--- config.mk ---
export PLATFORM = sky130hd
export DESIGN_NAME = regfile_dump_reader
export DESIGN_NICKNAME = d
export VERILOG_FILES = /design/src/rtl/regfile_dump_reader.sv
export SDC_FILE = /design/constraint.sdc
export NUM_CORES = 1
export LEC_CHECK = 0
export CAP_MARGIN = 40
export CORE_MARGIN = 3
export CORE_UTILIZATION = 28
export CTS_CLUSTER_DIAMETER = 80
export DETAILED_ROUTE_END_ITERATION = 8
export HOLD_SLACK_MARGIN = 0.1
export PLACE_DENSITY = 0.65
export SYNTH_ARGS = -nofsm -noshare
export SYNTH_HDL_FRONTEND = slang
export SYNTH_SLANG_ARGS = --single-unit
--- constraint.sdc ---
create_clock -name CLK -period 1.9 [get_ports CLK]
set_clock_uncertainty 0.15 [all_clocks]
set_input_delay 0.38 -clock CLK [delete_from_list [all_inputs] [get_ports CLK]]
set_output_delay 0.38 -clock CLK [all_outputs]
set_load 0.1 [all_outputs]
--- src/rtl/regfile_dump_reader.sv ---
// regfile_dump_reader: walks a register file read port and streams (index, value) beats over valid/ready
module regfile_dump_reader #(
   parameter int NUM_REGS  = 32,
   parameter int ADDR_W    = 5,
   parameter int DATA_W    = 32,
   parameter bit SKIP_ZERO = 1'b0
) (
   input  logic              CLK,
   input  logic              Reset_L,
   input  logic              start,
   output logic              busy,
   output logic              done,
   output logic [ADDR_W-1:0] rdAddr,
   input  logic [DATA_W-1:0] rdData,
   output logic              outValid,
   input  logic              outReady,
   output logic [ADDR_W-1:0] outIndex,
   output logic [DATA_W-1:0] outData
);
   typedef enum logic [1:0] {IDLE, READ, HOLD, DONE} state_t;
   localparam logic [ADDR_W-1:0] LAST = ADDR_W'(NUM_REGS - 1);
   state_t state;
   logic skipBeat;
   assign skipBeat = SKIP_ZERO && (rdData == '0);
   always_ff @(posedge CLK or negedge Reset_L)
      if (!Reset_L) begin
         state    <= IDLE;
         busy     <= 1'b0;
         done     <= 1'b0;
         rdAddr   <= '0;
         outValid <= 1'b0;
         outIndex <= '0;
         outData  <= '0;
      end else
         case (state)
            IDLE:
               if (start) begin
                  state  <= READ;
                  busy   <= 1'b1;
                  rdAddr <= '0;
               end
            READ: begin
               outData  <= rdData;
               outIndex <= rdAddr;
               if (!skipBeat) begin
                  outValid <= 1'b1;
                  state    <= HOLD;
               end else if (rdAddr == LAST) begin
                  state  <= DONE;
                  done   <= 1'b1;
                  rdAddr <= '0;
               end else
                  rdAddr <= rdAddr + 1'b1;
            end
            HOLD:
               // the held index, not rdAddr, decides where the walk resumes
               if (outReady) begin
                  outValid <= 1'b0;
                  if (outIndex == LAST) begin
                     state  <= DONE;
                     done   <= 1'b1;
                     rdAddr <= '0;
                  end else begin
                     rdAddr <= outIndex + 1'b1;
                     state  <= READ;
                  end
               end
            DONE: begin
               done  <= 1'b0;
               busy  <= 1'b0;
               state <= IDLE;
            end
            default: state <= IDLE;
         endcase
endmodule
# Word-level counts from Yosys, hierarchy flattened
# Cells that the tools add are included.
dict set report word_totals {
  reg_bits 47
  input_bits 36
  out_inout_bits 45
  word_cells 40
}
dict set report classes {
  addsub 1
  n_eq_ne 7
  n_mux 15
  n_reduce_logical 10
}
# operator n
set ops {}
lappend ops {{5-bit 2-to-1 mux} 3}
lappend ops {{5-bit one-hot mux with 2 select lines} 1}
lappend ops {{2-bit one-hot mux with 4 select lines} 1}
lappend ops {{2-bit nonzero test} 4}
lappend ops {{2-bit 2-to-1 mux} 3}
lappend ops {{2-bit != test (second input constant)} 3}
lappend ops {{1-bit one-hot mux with 2 select lines} 3}
lappend ops {{2-bit AND reduction} 3}
lappend ops {{3-bit AND reduction} 2}
lappend ops {{5-bit by 1-bit adder with 5-bit output (second input constant)} 1}
lappend ops {{5-bit equality test (second input constant)} 1}
lappend ops {{2-bit equality test (second input constant)} 2}
lappend ops {{1-bit 2-to-1 mux} 4}
lappend ops {{2-bit by 1-bit equality test with 1-bit output (second input constant)} 1}
lappend ops {{2-bit logical NOT} 1}

# Depth between registers and ports, before layout
# Gate-level depths: netlist (run 1).
dict set report logic_depth {
  depth_word 4
  ltp_mapped 6
  depth_no_buf 5
}

# Worst setup path after synthesis (run 1)
# OpenSTA, ideal clock, no wires.
dict set report synth_path {
  kind {flip-flop to flip-flop}
  from {reg outIndex[0]}
  to {reg rdAddr[0]}
  setup_time_ns 0.126
  arrival_time_ns 1.961
  required_ns 1.624
  setup_slack_ns -0.336
  stages_incl_launch_ff 6
  path_buffers 0
  synth_period_minus_slack_ns 2.236
  cell_sequence {dfrtp_1 ha_1 and3_1 ha_1 nor3_1 mux2_2}
}
dict set report synth_between {
  elab_chain_cells 4
  word_cells_on_any_way 5
  classes_between {1 x add/sub; 1 x eq/ne; 3 x mux}
}
# item line
set synth_rtl {}
lappend synth_rtl {{start, declared} 17} ;# output logic [ADDR_W-1:0] outIndex,
lappend synth_rtl {{start signal, assigned} 44} ;# outIndex <= rdAddr;
lappend synth_rtl {{5-bit by 1-bit adder with 5-bit output or 5-bit equality test (tied branches)} {64, 59}}
lappend synth_rtl {{5-bit 2-to-1 mux (*)} 59} ;# if (outIndex == LAST) begin
lappend synth_rtl {{5-bit 2-to-1 mux (*)} 57} ;# if (outReady) begin
lappend synth_rtl {{5-bit one-hot mux with 2 select lines (*)} 35} ;# case (state)
lappend synth_rtl {{end signal, assigned} 53} ;# rdAddr <= rdAddr + 1'b1;
lappend synth_rtl {{end signal, assigned} 64} ;# rdAddr <= outIndex + 1'b1;
lappend synth_rtl {{end, declared} 13} ;# output logic [ADDR_W-1:0] rdAddr,
# Mark *: on every way between the ends. The rest lies on a longest branch, timed or not. The select of a mux whose other input is x is not followed.
# A chain may end at the register's enable or synchronous reset.

# Final worst setup path (run 1)
dict set report layout_path {
  from {reg outIndex[0]}
  to {reg rdAddr[3]}
}
# The elaborated chain is that of the path after synthesis.

==> impl_metrics.yaml, run 1 <==
die:
  die_w_um: 90.37
  fp-row-count: 30
  die_area_um2: 8167
  initial_core_util_pct: 29.18
  core_um2: 6832
  dieHeight_um: 90.37
  io-pin-count: 81
setup_path:
  crit_type: "flop to flop"
  cp-end-kind: "flop"
  cp_top_family: "flip-flops"
  slowest_delay_ns: 0.52
  reg2reg_from: "outIndex[0]"
  crit_fanout: 5
  reg2reg_to: "rdAddr[3]"
  startpoint: "outIndex[0]"
  crit_path_cell_trace: "ha_1 > and3_1 > ha_1 > o41ai_1"
  path_depth: 4
  worst_path_max_delay_cell: "dfrtp_4"
  worstPathRequired_ns: 1.94
  cp.buffers_inverters: 0
  crit_top_cell: "ha_1"
  cp-start-kind: "flop"
  endpoint: "rdAddr[3]"
  reg2reg_depth: 4
  critPathArrivalTime_ns: 1.85
  r2r_slack_ns: 0.1
yosys:
  yosysUniqueCellTypes: 27
  ys_top_cells_by_count: "dfrtp_1, mux2_2, mux2_4, o21ai_0, a21oi_1"
  synth_flop_cell: "dfrtp_1"
  synth_seq_cells: 47
  synth-edff-count: 0
  yosysMostFrequentCell: "dfrtp_1"
  avgSynthCellArea_um2: 16.20
  syn_nets: 161
  async_flop_share_pct: 100.0
  synthCells: 123
  synth_top_cell_area_share_pct: 59.01
  synth_area_leader_cell: "dfrtp_1"
  yosysSeqAreaShare_pct: 59.01
  ys_top_cells_by_area: "dfrtp_1, mux2_4, mux2_2, buf_12, ha_1"
  synthesis.area_um2: 1993
  yosysWarnings: 0
timing:
  max_freq_mhz: 555.1
  max-slew-margin-rel_pct: 71.15
  hold_violations: 0
  slew_viol_final: 0
  period_needed_ns: 1.802
  tns_ns: 0
  setup_viol: 0
  rsz0062_at_grt: "no"
  tightestPinTransition_ns: 0.4328
  period_share_pct: 94.82
finish:
  drive_gt1_share_pct: 50.47
  register_area_um2: 1184
  area_growth_pct: 74.64
  final_net_count: 251
  antenna_cells: 0
  multi_input_area_um2: 719.4
  fillers: 597
worst_hold_path:
  min_path_type: "input pin to asynchronous set/reset pin"
route:
  vias: 1320
  via_per_inst: 4.258
  wl_um: 4626
  post-route-drc-count: 0
  dr.pass1.iters: 4
  postRouteAntennaNets: 0
  drt_first_iter_violations: 24
  post_drt_wl_per_cell_um: 14.92
global_route:
  grt_max_degree: 24
  grt_pass1_wl_um: 7721
  grt_use_total_pct: 11.91
  antenna_found_initial: 0
  grt_pass1_vias: 1487
  grt_overflow: 0
cts:
  root_buffer: "clkbuf_8"
  cts_tree: "done"
  clkTransAtPathRegs_ns: 0.09
  cts_made_buffers: 5
  cts.sinks: 47
  clk_latency_ns: 0.30
  clockBufferDepth: 2
  post_cts_resized: 0
  htreeDepth: 2
place:
  port_buffers: 80
  place_hpwl_um: 3530
  globalplace.congestion: 0.8176
job:
  cap_violations: 0
run_status:
  status: "complete, no violations"
## cells in the final DEF (no fill, tap or decap), types with 3 or more instances in the layout
cell type	n
dfrtp_1	43
buf_12	48
a21oi_1	3
clkdlybuf4s50_1	34
mux2_2	20
o21ai_0	4
buf_4	5
dfrtp_2	3
clkbuf_8	6
mux2_4	19
## flip-flops by register name, indices dropped and copies added, names as in the netlist
name,count
outIndex,5
outData,32
rdAddr,5
state,2
done,1
busy,1
outValid,1
## worst register-to-register path: stages (launching register included)
cell	delay [ns]
dfrtp_4	0.52
ha_1	0.23
and3_1	0.18
ha_1	0.23
o41ai_1	0.37
## layer usage
metal / GRT usage [%] / routed length (um) / vias up
li1: - / - / 614
met1: 15.35 / 1986 / 657
met2: 18.92 / 2295 / 44
met3: 4.417 / 299 / 5
met4: 3.061 / 44 / 0
met5: 0 / 0 / -
## final cells by class
cell class              count  share of cell area (%)
well taps                  96                   3.451
repair buffers             89                   38.89
inverters                   2                  0.3595
clock buffers               7                   2.480
flip-flops and latches     47                   34.00
clock inverters             1                  0.1438
multi-input cells          68                   20.67
## worst min-delay path by stage
| stage | endpoint | startpoint | slack [ns] |
|---|---|---|---|
| global route | rdAddr[4] | Reset_L | 0.44 |
| CTS | rdAddr[4] | Reset_L | 0.41 |
| global placement | rdAddr[4] | Reset_L | 0.19 |
| finish | outIndex[3] | Reset_L | 0.40 |
| detailed placement | rdAddr[4] | Reset_L | 0.19 |
| floorplan | busy | Reset_L | -0.07 |
## cells by family (layout without fill, tap and decap cells)
| logic type | count (synthesis) | in the layout | share of synthesized area [%] |
|---|---|---|---|
| multiplexers | 40 | 40 | 26.74 |
| XOR/XNOR | 2 | 2 | 0.8790 |
| AND/OR/NAND/NOR | 13 | 13 | 3.892 |
| adder cells (fa/ha/maj) | 2 | 2 | 1.255 |
| flip-flops | 47 | 47 | 59.01 |
| buffers and inverters | 8 | 99 | 4.896 |
| AO/OA/AOI/OAI | 11 | 11 | 3.327 |
## repair_timing
action / 4_1_cts / 5_1_grt
setup buffers: 0 / 0
endpoints found under the setup margin: 0 / 0
hold endpoints to repair: 15 / 0
hold buffers: 1 / 0
## metrics by stage
stage          hold slack, ns  cells  util (%)  worst slack (ns)  cell area (um2)
6_report               0.3998    310     50.95           0.09845             3481
5_1_grt                0.4401    310     50.95           0.03089             3481
4_1_cts                0.4074    310     50.95           0.09950             3481
3_5_place_dp           0.1918    301     49.47            0.1228             3379
3_3_place_gp           0.1894    301     49.47            0.1744             3379
2_1_floorplan        -0.06559    123         -          0.005422             2001
Power of run 1 is not shown: default switching activity piles up to over one toggle a cycle in this logic, so the estimate is an artifact.
==> run 2: changes to the inputs <==
--- a/config.mk
+++ b/config.mk
@@ -5,6 +5,7 @@
 export SDC_FILE = /design/constraint.sdc
 export NUM_CORES = 1
 export LEC_CHECK = 0
+export ABC_CLOCK_PERIOD_IN_PS = 1900
 export CAP_MARGIN = 40
 export CORE_MARGIN = 3
 export CORE_UTILIZATION = 28
==> results of run 2 <==
Final layout, timing and power as in run 1 (identical DEF).
Power of run 2 is left out for the same reason.
==> run 3: changes to the inputs <==
--- a/config.mk
+++ b/config.mk
@@ -8,11 +8,11 @@
 export ABC_CLOCK_PERIOD_IN_PS = 1900
 export CAP_MARGIN = 40
 export CORE_MARGIN = 3
-export CORE_UTILIZATION = 28
+export CORE_UTILIZATION = 43
 export CTS_CLUSTER_DIAMETER = 80
 export DETAILED_ROUTE_END_ITERATION = 8
 export HOLD_SLACK_MARGIN = 0.1
-export PLACE_DENSITY = 0.65
+export PLACE_DENSITY = 0.89
 export SYNTH_ARGS = -nofsm -noshare
 export SYNTH_HDL_FRONTEND = slang
 export SYNTH_SLANG_ARGS = --single-unit
==> run 3 against run 2 <==
Net effect: non-clock buffer count fell by 4; sequential share of layout area rose by 0.62 points; utilization grew 26 points; wire length rose by 8.5%; largest cell class unchanged.
==> impl_metrics.yaml, run 3 (synthesis results as in run 1) <==
job:
  cap_violations: 0
place:
  globalplace.congestion: 0.8125
  port_buffers: 80
  place_hpwl_um: 3823
setup_path:
  reg2reg_depth: 5
  cp-start-kind: "flop"
  worstPathRequired_ns: 1.89
  cp-end-kind: "flop"
  crit_fanout: 5
  critPathArrivalTime_ns: 1.80
  crit_type: "flop to flop"
global_route:
  grt_pass1_vias: 1501
  grt_pass1_wl_um: 7824
  grt_overflow: 0
  grt_max_degree: 31
  grt_use_total_pct: 19.22
  antenna_found_initial: 0
die:
  core_um2: 4414
  die_w_um: 74.08
  die_area_um2: 5488
  fp-row-count: 24
  io-pin-count: 81
  dieHeight_um: 74.08
  initial_core_util_pct: 45.15
cts:
  clkTransAtPathRegs_ns: 0.09
  clk_latency_ns: 0.29
  post_cts_buffers: 0
  cts.sinks: 47
  htreeDepth: 2
  root_buffer: "clkbuf_8"
  clockBufferDepth: 2
  cts_made_buffers: 5
  cts_tree: "done"
timing:
  tightestPinTransition_ns: 0.4801
  slew_viol_final: 0
  period_share_pct: 95.00
  rsz0062_at_grt: "no"
  hold_violations: 0
  period_needed_ns: 1.805
  setup_viol: 0
  max_freq_mhz: 554.0
  max-slew-margin-rel_pct: 68.00
  tns_ns: 0
finish:
  largest_register_ffs: 32
  top_regs: "outData (32), outIndex (5), rdAddr (5)"
  fillers: 256
  register_area_um2: 1184
  final_net_count: 247
  area_growth_pct: 71.50
  multi_input_area_um2: 729.5
  drive_gt1_share_pct: 50.95
  top_register: "outData"
  final_cell_mix: "buf_12, dfrtp_1, clkdlybuf4s50_1"
  final_common_cell: "buf_12"
  antenna_cells: 0
route:
  post-route-drc-count: 0
  postRouteAntennaNets: 0
  wl_um: 5020
  dr.pass1.iters: 4
  via_per_inst: 5.267
  post_drt_wl_per_cell_um: 19.16
  drt_first_iter_violations: 122
  vias: 1380
run_status:
  status: "complete, no violations"
worst_hold_path:
  min_path_type: "input pin to asynchronous set/reset pin"
==> run 3: cell type report <==
type,count,share of cell area (%)
inverters,2,0.3660
repair buffers,85,38.73
flip-flops and latches,47,34.63
multi-input cells,68,21.34
clock buffers,7,2.818
well taps,52,1.903
clock inverters,1,0.2196
==> run 3: routing by layer <==
metal	wire length, um	track usage, %	up-vias
met5	0	0	-
met4	82	7.243	0
li1	-	-	600
met3	302	5.135	8
met1	1926	23.37	708
met2	2710	32.68	64
==> run 3: critical path, cell delays in order (launching register included) <==
cell     delay, ns
dfrtp_4       0.52
ha_1          0.25
and3_1        0.21
ha_2          0.22
a31oi_1       0.21
a21oi_1       0.09
==> run 3: worst paths after layout <==
path	startpoint	endpoint	slack [ns]
setup / recovery	outIndex[0]	done	0.1
min in group CLK	outData[12]	outData[12]	0.43
setup reg to reg	outIndex[0]	done	0.1
max in group asynchronous	Reset_L	outIndex[1]	0.63
hold / removal	Reset_L	rdAddr[3]	0.43
hold reg to reg	outData[12]	outData[12]	0.43
==> run 3: repair_timing <==
action	CTS	global route
endpoints found under the hold margin	17	0
setup endpoints to repair	0	3
hold buffers	1	0
gates resized for setup	0	2
==> run 3: through the flow <==
step           util (%)  hold WS, ns  setup WS [ns]  instances  cell area (um2)
6_report          77.44       0.4257        0.09506        262             3418
5_1_grt           77.44       0.4418        0.01513        262             3418
4_1_cts           77.21       0.4258        0.02242        262             3408
3_5_place_dp      74.63       0.2028        0.07292        253             3294
3_3_place_gp      74.63       0.1967         0.1672        253             3294
2_1_floorplan         -     -0.06559       0.005422        123             2001
Power of run 3 is left out for the same reason.
